==> src/rtl/alu_seq_pkg.sv <==
// Shared opcodes, instruction field layout and FSM state type for the ALU sequencer.
package alu_seq_pkg;

  localparam int INSTR_W = 17;
  localparam int OPC_MSB = 16;
  localparam int OPC_LSB = 14;
  localparam int IMM_W   = 14;
  localparam int GAIN    = 100;

  localparam logic [2:0] OP_ADD  = 3'b000;
  localparam logic [2:0] OP_SUB  = 3'b001;
  localparam logic [2:0] OP_MUL  = 3'b010;
  localparam logic [2:0] OP_DIV  = 3'b011;
  localparam logic [2:0] OP_LOAD = 3'b100;
  localparam logic [2:0] OP_SET  = 3'b101;
  localparam logic [2:0] OP_EQU  = 3'b110;
  localparam logic [2:0] OP_HALT = 3'b111;

  typedef enum logic [2:0] {
    ST_IDLE,
    ST_FETCH,
    ST_EXEC,
    ST_WB,
    ST_HALT
  } state_e;

  function automatic logic [2:0] opcodeOf(input logic [INSTR_W-1:0] instr);
    return instr[OPC_MSB:OPC_LSB];
  endfunction

  function automatic logic [IMM_W-1:0] immOf(input logic [INSTR_W-1:0] instr);
    return instr[IMM_W-1:0];
  endfunction

endpackage

==> src/rtl/alu_sequencer_if.sv <==
// Program-memory fetch handshake and ALU operand/result bus between sequencer and its peers.
interface alu_sequencer_if
  import alu_seq_pkg::*;
#(
  parameter int PC_W   = 8,
  parameter int DATA_W = 14
);

  logic               instr_req;
  logic [PC_W-1:0]    instr_addr;
  logic               instr_valid;
  logic [INSTR_W-1:0] instr_data;

  logic [2:0]         alu_op;
  logic [DATA_W-1:0]  alu_in1;
  logic [DATA_W-1:0]  alu_in2;
  logic [DATA_W-1:0]  alu_out;

  modport master (
    output instr_req, instr_addr, alu_op, alu_in1, alu_in2,
    input  instr_valid, instr_data, alu_out
  );

  modport slave (
    input  instr_req, instr_addr, alu_op, alu_in1, alu_in2,
    output instr_valid, instr_data, alu_out
  );

endinterface

==> src/rtl/alu_seq_decode.sv <==
// Combinational instruction-register decode: classifies the opcode for EXEC/WB handling.
module alu_seq_decode
  import alu_seq_pkg::*;
(
  input  logic [INSTR_W-1:0] ir_i,
  output logic               is_halt_o,
  output logic               is_wb_acc_o,
  output logic               is_set_o,
  output logic               is_equ_o,
  output logic               div_zero_o
);

  logic [2:0]       opc;
  logic [IMM_W-1:0] imm;

  assign opc = opcodeOf(ir_i);
  assign imm = immOf(ir_i);

  always_comb begin
    is_halt_o   = 1'b0;
    is_wb_acc_o = 1'b0;
    is_set_o    = 1'b0;
    is_equ_o    = 1'b0;
    case (opc)
      OP_ADD, OP_SUB, OP_MUL, OP_DIV, OP_LOAD: is_wb_acc_o = 1'b1;
      OP_SET:                                  is_set_o    = 1'b1;
      OP_EQU:                                  is_equ_o    = 1'b1;
      OP_HALT:                                 is_halt_o   = 1'b1;
      default:                                 is_wb_acc_o = 1'b0;
    endcase
  end

  assign div_zero_o = (opc == OP_DIV) && (imm == '0);

endmodule

==> src/rtl/alu_sequencer.sv <==
// Fetch/exec/writeback control for the soft-processor ALU; accumulator, pc and skip live here.
// Optional retired-instruction counter enabled with `define ALU_SEQ_RETIRE_CNT_EN.
module alu_sequencer
  import alu_seq_pkg::*;
#(
  parameter int PC_W   = 8,
  parameter int DATA_W = 14
) (
  input  logic              clk,
  input  logic              rst_n,
  input  logic              start,
  alu_sequencer_if.master   bus,
  output logic [DATA_W-1:0] result,
  output logic              result_valid,
  output logic              busy,
  output logic              halted,
  output logic              div_err
`ifdef ALU_SEQ_RETIRE_CNT_EN
  ,
  output logic [15:0]       retire_cnt
`endif
);

  state_e             state_q, state_d;
  logic [PC_W-1:0]    pc_q, pc_d;
  logic [DATA_W-1:0]  acc_q, acc_d;
  logic               skip_q, skip_d;
  logic [INSTR_W-1:0] ir_q, ir_d;
  logic [2:0]         op_q, op_d;
  logic [DATA_W-1:0]  in1_q, in1_d;
  logic [DATA_W-1:0]  in2_q, in2_d;
  logic [DATA_W-1:0]  result_q, result_d;
  logic               rvalid_q, rvalid_d;
  logic               diverr_q, diverr_d;

  logic is_halt, is_wb_acc, is_set, is_equ, div_zero;
  logic restart;

  alu_seq_decode u_decode (
    .ir_i        (ir_q),
    .is_halt_o   (is_halt),
    .is_wb_acc_o (is_wb_acc),
    .is_set_o    (is_set),
    .is_equ_o    (is_equ),
    .div_zero_o  (div_zero)
  );

  assign restart = start && ((state_q == ST_IDLE) || (state_q == ST_HALT));

  always_comb begin
    state_d  = state_q;
    pc_d     = pc_q;
    acc_d    = acc_q;
    skip_d   = skip_q;
    ir_d     = ir_q;
    op_d     = op_q;
    in1_d    = in1_q;
    in2_d    = in2_q;
    result_d = result_q;
    rvalid_d = 1'b0;
    diverr_d = diverr_q;

    case (state_q)
      ST_IDLE, ST_HALT: begin
        // A pending skip from the previous run must not leak into the new one.
        if (restart) begin
          state_d  = ST_FETCH;
          pc_d     = '0;
          acc_d    = '0;
          skip_d   = 1'b0;
          diverr_d = 1'b0;
        end
      end
      ST_FETCH: begin
        if (bus.instr_valid) begin
          ir_d    = bus.instr_data;
          state_d = ST_EXEC;
        end
      end
      ST_EXEC: begin
        if (skip_q) begin
          skip_d  = 1'b0;
          pc_d    = pc_q + PC_W'(1);
          state_d = ST_FETCH;
        end else if (is_halt) begin
          state_d = ST_HALT;
        end else if (div_zero) begin
          diverr_d = 1'b1;
          state_d  = ST_HALT;
        end else begin
          // ALU operands only change on the path to WB, so HALT and divide-by-zero never reach it.
          op_d    = opcodeOf(ir_q);
          in1_d   = DATA_W'($signed(immOf(ir_q)));
          in2_d   = acc_q;
          state_d = ST_WB;
        end
      end
      ST_WB: begin
        if (is_wb_acc) acc_d = bus.alu_out;
        if (is_set) begin
          result_d = acc_q;
          rvalid_d = 1'b1;
        end
        if (is_equ) skip_d = bus.alu_out[0];
        pc_d    = pc_q + PC_W'(1);
        state_d = ST_FETCH;
      end
      default: state_d = ST_IDLE;
    endcase
  end

  always_ff @(posedge clk or negedge rst_n) begin
    if (!rst_n) begin
      state_q  <= ST_IDLE;
      pc_q     <= '0;
      acc_q    <= '0;
      skip_q   <= 1'b0;
      ir_q     <= '0;
      op_q     <= OP_LOAD;
      in1_q    <= '0;
      in2_q    <= '0;
      result_q <= '0;
      rvalid_q <= 1'b0;
      diverr_q <= 1'b0;
    end else begin
      state_q  <= state_d;
      pc_q     <= pc_d;
      acc_q    <= acc_d;
      skip_q   <= skip_d;
      ir_q     <= ir_d;
      op_q     <= op_d;
      in1_q    <= in1_d;
      in2_q    <= in2_d;
      result_q <= result_d;
      rvalid_q <= rvalid_d;
      diverr_q <= diverr_d;
    end
  end

`ifdef ALU_SEQ_RETIRE_CNT_EN
  logic [15:0] retire_q, retire_d;

  // Skipped words never reach WB; HALT retires in its EXEC cycle since it has no WB.
  always_comb begin
    retire_d = retire_q;
    if (restart) begin
      retire_d = '0;
    end else if ((state_q == ST_EXEC) && !skip_q && is_halt) begin
      retire_d = retire_q + 16'd1;
    end else if (state_q == ST_WB) begin
      retire_d = retire_q + 16'd1;
    end
  end

  always_ff @(posedge clk or negedge rst_n) begin
    if (!rst_n) retire_q <= '0;
    else        retire_q <= retire_d;
  end

  assign retire_cnt = retire_q;
`endif

  assign bus.instr_req  = (state_q == ST_FETCH);
  assign bus.instr_addr = pc_q;
  assign bus.alu_op     = op_q;
  assign bus.alu_in1    = in1_q;
  assign bus.alu_in2    = in2_q;

  assign result       = result_q;
  assign result_valid = rvalid_q;
  assign busy         = (state_q == ST_FETCH) || (state_q == ST_EXEC) || (state_q == ST_WB);
  assign halted       = (state_q == ST_HALT);
  assign div_err      = diverr_q;

endmodule

==> src/flat_wrapper.sv <==
// flat-port wrapper written by rule: the top's interface ports become plain ports
module alu_sequencer_flat import alu_seq_pkg::*;
#(
  parameter int PC_W   = 8,
  parameter int DATA_W = 14
)
  (clk, rst_n, start, result, result_valid, busy, halted, div_err, bus_instr_req, bus_instr_addr, bus_alu_op, bus_alu_in1, bus_alu_in2, bus_instr_valid, bus_instr_data, bus_alu_out);
  alu_sequencer_if #(.PC_W(PC_W), .DATA_W(DATA_W)) bus_i ();
  input  logic clk;
  input  logic rst_n;
  input  logic start;
  output logic [DATA_W-1:0] result;
  output logic result_valid;
  output logic busy;
  output logic halted;
  output logic div_err;
  output wire logic [$bits(bus_i.instr_req)-1:0] bus_instr_req;
  output wire logic [$bits(bus_i.instr_addr)-1:0] bus_instr_addr;
  output wire logic [$bits(bus_i.alu_op)-1:0] bus_alu_op;
  output wire logic [$bits(bus_i.alu_in1)-1:0] bus_alu_in1;
  output wire logic [$bits(bus_i.alu_in2)-1:0] bus_alu_in2;
  input wire logic [$bits(bus_i.instr_valid)-1:0] bus_instr_valid;
  input wire logic [$bits(bus_i.instr_data)-1:0] bus_instr_data;
  input wire logic [$bits(bus_i.alu_out)-1:0] bus_alu_out;
  assign bus_instr_req = bus_i.instr_req;
  assign bus_instr_addr = bus_i.instr_addr;
  assign bus_alu_op = bus_i.alu_op;
  assign bus_alu_in1 = bus_i.alu_in1;
  assign bus_alu_in2 = bus_i.alu_in2;
  assign bus_i.instr_valid = bus_instr_valid;
  assign bus_i.instr_data = bus_instr_data;
  assign bus_i.alu_out = bus_alu_out;
  alu_sequencer #(.PC_W(PC_W), .DATA_W(DATA_W)) u_core (.clk(clk), .rst_n(rst_n), .start(start), .bus(bus_i), .result(result), .result_valid(result_valid), .busy(busy), .halted(halted), .div_err(div_err));
endmodule
==> config.mk <==
export PLATFORM = sky130hd
export DESIGN_NAME = alu_sequencer_flat
export DESIGN_NICKNAME = d
export VERILOG_FILES = /design/src/rtl/alu_seq_pkg.sv /design/src/rtl/alu_sequencer_if.sv /design/src/rtl/alu_seq_decode.sv /design/src/rtl/alu_sequencer.sv /design/src/flat_wrapper.sv
export SDC_FILE = /design/constraint.sdc
export NUM_CORES = 1
export LEC_CHECK = 0
export CAP_MARGIN = 0
export CORE_MARGIN = 2
export CORE_UTILIZATION = 49
export CTS_CLUSTER_DIAMETER = 50
export CTS_CLUSTER_SIZE = 14
export DETAILED_ROUTE_END_ITERATION = 10
export GPL_TIMING_DRIVEN = 0
export PLACE_DENSITY = 0.9
export RECOVER_POWER = 100
export REMOVE_ABC_BUFFERS = 1
export SYNTH_ARGS = -nofsm -noshare
export SYNTH_HDL_FRONTEND = slang
export SYNTH_SLANG_ARGS = --single-unit
==> constraint.sdc <==
create_clock -name clk -period 2.5 [get_ports clk]
set_clock_uncertainty 0.15 [all_clocks]
set_input_delay 0.5 -clock clk [delete_from_list [all_inputs] [get_ports clk]]
set_output_delay 0.5 -clock clk [all_outputs]
set_load 0.02 [all_outputs]
==> impl_metrics.json <==
{
  "reg2reg_slack_ns": 0.16,
  "pwr-share-seq_pct": 44.1,
  "synth_xor_xnor_area_share_pct": 0.691,
  "wl_per_cell_um": 16.6,
  "clock_path_buffers": 2,
  "drive_gt1_share_pct": 16.8,
  "h-tree-depth": 3,
  "yosysWarningCount": 0,
  "met3WireLength_um": 460,
  "synthAdderAreaFrac_pct": 0.329,
  "fmax_ghz": 0.428,
  "total_power_w": 0.00530,
  "dieArea_sq_mm": 0.00848,
  "core_sq_mm": 0.00761,
  "cts_tree": "yes",
  "initial_core_util_pct": 50.0,
  "insertion_delay_ns": 0.35,
  "timing_worst_setup_path_type": "flip-flop to flip-flop",
  "grt_pass1_wl_um": 13800,
  "hold_viol": 0,
  "netlist_instances": 289,
  "yosysUniqueCellTypes": 45,
  "die-width_um": 92.1,
  "finalNonFillerCells": 490,
  "synth_mux_area_share_pct": 19.4,
  "crit_arrival_ns": 2.41,
  "synth_edf_count": 0,
  "die_y_um": 92.1,
  "synthArstFlopShare_pct": 100,
  "worstHoldPathType": "flip-flop to flip-flop",
  "num_io_pins": 93,
  "finalMaxSlewViolations": 0,
  "nets": 419,
  "gp_congestion": 0.867,
  "slowest_stage": "nor3_2",
  "wl_met2_um": 3970,
  "avgSynthCellArea_sq_um": 13.1,
  "path_cells": "or2_1 -> nor3_2 -> o21ai_4 -> buf_4 -> mux2_1",
  "cts-root-buf": "clkbuf_8",
  "fin_crit_sh_pct": 93.5,
  "drt_iter0_drc": 66,
  "io_buffer_count": 92,
  "antenna_found_initial": 0,
  "grt_setup_unrepaired": "false",
  "n_antenna_cell": 0,
  "p_comb_share_pct": 37.4,
  "start_kind": "flip-flop",
  "hpwl_um": 5700,
  "clkSinkCount": 90,
  "area_delta_synth_final_pct": 29.7,
  "final_antenna_net_count": 0,
  "path_max_fanout": 14,
  "period_needed_ns": 2.34,
  "clk_pin_slew_ns": 0.09,
  "relSlewSlack_pct": 43.6,
  "grt_pass1_vias": 2774,
  "avgViaCountPerCell": 5.28,
  "grt.overflow.total": 0,
  "topRoutingLayerUsed": "met4",
  "power_density_mw_per_mm2": 1080,
  "cts_buffers": 9,
  "clock_power_share_pct": 18.5,
  "setup_viol": 0,
  "yosys.area_share.simple_pct": 10.6,
  "synth-compound-area-share_pct": 6.42,
  "swShare_pct": 36.2,
  "wl_um": 8140,
  "grt_max_degree": 63,
  "critPathCaptureType": "flip-flop",
  "ys_ff_latch": 90,
  "rows": 32,
  "dr.pass1.iters": 4,
  "drc": 0,
  "synth_top_family_by_area": "multiplexers",
  "ys.flop_type": "dfrtp_1",
  "dp_cells": 470,
  "yosysSeqAreaShare_pct": 59.3,
  "leakage_nw": 2.33,
  "cp_data_required_time_ns": 2.58,
  "fillers": 596,
  "switching_power_w": 0.00192,
  "vdd_drop_max_mv": 0.755,
  "cap_viol_max_count": 0,
  "syn_area_sq_mm": 0.00380,
  "status": "completed",
  "worst_slew_pin_slew_ns": 0.846,
  "track_usage_pct": 20.8,
  "vias": 2589,
  "max_stage_delay_ns": 0.50,
  "p_int_w": 0.00339,
  "drt-met1-wl_um": 3610
}
[power by group through the flow]
stage	clock network, W	logic (W)	registers, W
after floorplan	0	0.00111	0.00254
final	0.000980	0.00199	0.00234
after CTS	0.000995	0.00228	0.00236
after detailed placement	0	0.00224	0.00239
after global routing	0.00105	0.00215	0.00242
after global placement	0	0.00211	0.00235
[kinds of logic after synthesis]
group                    after synthesis
XOR/XNOR                               3
flip-flops                            90
multiplexers                          58
buffers and inverters                 20
AND/OR/NAND/NOR                       80
adder cells (fa/ha/maj)                1
AO/OA/AOI/OAI                         37
[placed cells by master (no fill, tap or decap), drive strengths merged, types with 7 or more instances in the layout]
cell            n
dlygate4sd3    57
o21ai          19
dfrtp          89
clkdlybuf4s50  33
nand2          37
a22o            7
clkbuf         17
mux2           57
nor2           10
[area by class of cell]
type | count | area (sq um) | share of cell area [%]
flip-flops and latches | 90 | 2250 | 45.7
multi-input cells | 179 | 1360 | 27.5
repair buffers | 99 | 980 | 19.9
clock buffers | 12 | 145 | 2.94
well taps | 102 | 128 | 2.59
clock inverters | 4 | 51.3 | 1.04
inverters | 4 | 15.0 | 0.305
[metal layers]
metal  up-vias  track usage, %
li1       1195               -
met5         -               0
met4         0            6.34
met2        84            34.7
met3         9            4.52
met1      1301            27.3
[worst paths after layout]
| path | start | end | cells past startpoint |
|---|---|---|---|
| worst max-delay path | u_core.state_q[0]$_DFFE_PN0P_ | u_core.bus.alu_in2[7]$_DFFE_PN0P_ | 5 |
| worst min-delay path | u_core.bus.alu_in2[2]$_DFFE_PN0P_ | u_core.bus.alu_in2[2]$_DFFE_PN0P_ | 1 |
| worst max register to register | u_core.state_q[0]$_DFFE_PN0P_ | u_core.bus.alu_in2[7]$_DFFE_PN0P_ | 5 |
| worst min register to register | u_core.bus.alu_in2[2]$_DFFE_PN0P_ | u_core.bus.alu_in2[2]$_DFFE_PN0P_ | 1 |
| max in group asynchronous | rst_n | u_core.bus.alu_op[2]$_DFFE_PN1P_ | 3 |
| min in group asynchronous | rst_n | u_core.result[6]$_DFFE_PN0P_ | 2 |
[timing repair]
action | 4_1_cts | 5_1_grt
hold buffers | 1 | 0
pin swaps | 1 | 0
hold endpoints to repair | 28 | 0
gates resized for setup | 2 | 2
setup buffers | 3 | 0
setup endpoints to repair | 28 | 2
[Yosys cell counts (2+ instances only)]
library cell | count | area share [%]
nand2_1 | 37 | 3.7
xor2_1 | 2 | 0.46
mux2_2 | 34 | 10
nor3b_1 | 2 | 0.40
dfrtp_1 | 89 | 59
nor3_1 | 2 | 0.26
nand2b_1 | 4 | 0.66
mux2_4 | 23 | 9.1
inv_1 | 4 | 0.40
buf_2 | 7 | 0.92
nor4_1 | 2 | 0.33
o21ai_0 | 18 | 2.4
nor2_1 | 10 | 0.99
buf_6 | 5 | 1.5
o311ai_0 | 2 | 0.46
a22o_1 | 7 | 1.6
nand4_1 | 4 | 0.66
and2_1 | 4 | 0.66
nand3_1 | 4 | 0.53
clkbuf_1 | 4 | 0.40
[sequential cells by signal, summed over array words and instances (netlist names)]
signal and count:
u_core.skip_q 1, u_core.bus.alu_in2 14, u_core.acc_q 14, u_core.state_q 3, u_core.div_err 1, u_core.bus.instr_addr 8
u_core.result_valid 1, u_core.bus.alu_op 3, u_core.ir_q 17, u_core.bus.alu_in1 14, u_core.result 14
[critical path: cells and delay by family, from the launching register on]
family                 cells  cell delay (ns)
AO/OA/AOI/OAI              1             0.14
buffers and inverters      1             0.25
flip-flops                 1             0.47
multiplexers               1             0.34
AND/OR/NAND/NOR            2             0.87
[metrics by stage]
| step | setup TNS [ns] | cell area [sq um] | hold WS (ns) | utilization (%) | setup slack (ns) |
|---|---|---|---|---|---|
| floorplan | -3.90 | 3690 | 0.0544 | - | -0.226 |
| finish | 0 | 4930 | 0.340 | 64.8 | 0.162 |
| detailed placement | -4.28 | 4820 | 0.303 | 63.4 | -0.227 |
| global route | 0 | 4930 | 0.370 | 64.8 | 0.0532 |
| global placement | -249.70 | 4740 | 0.329 | 62.3 | -2.38 |
| CTS | 0 | 5050 | 0.362 | 66.4 | 0.0645 |
Note: power is estimated with default switching activity, not from simulation.
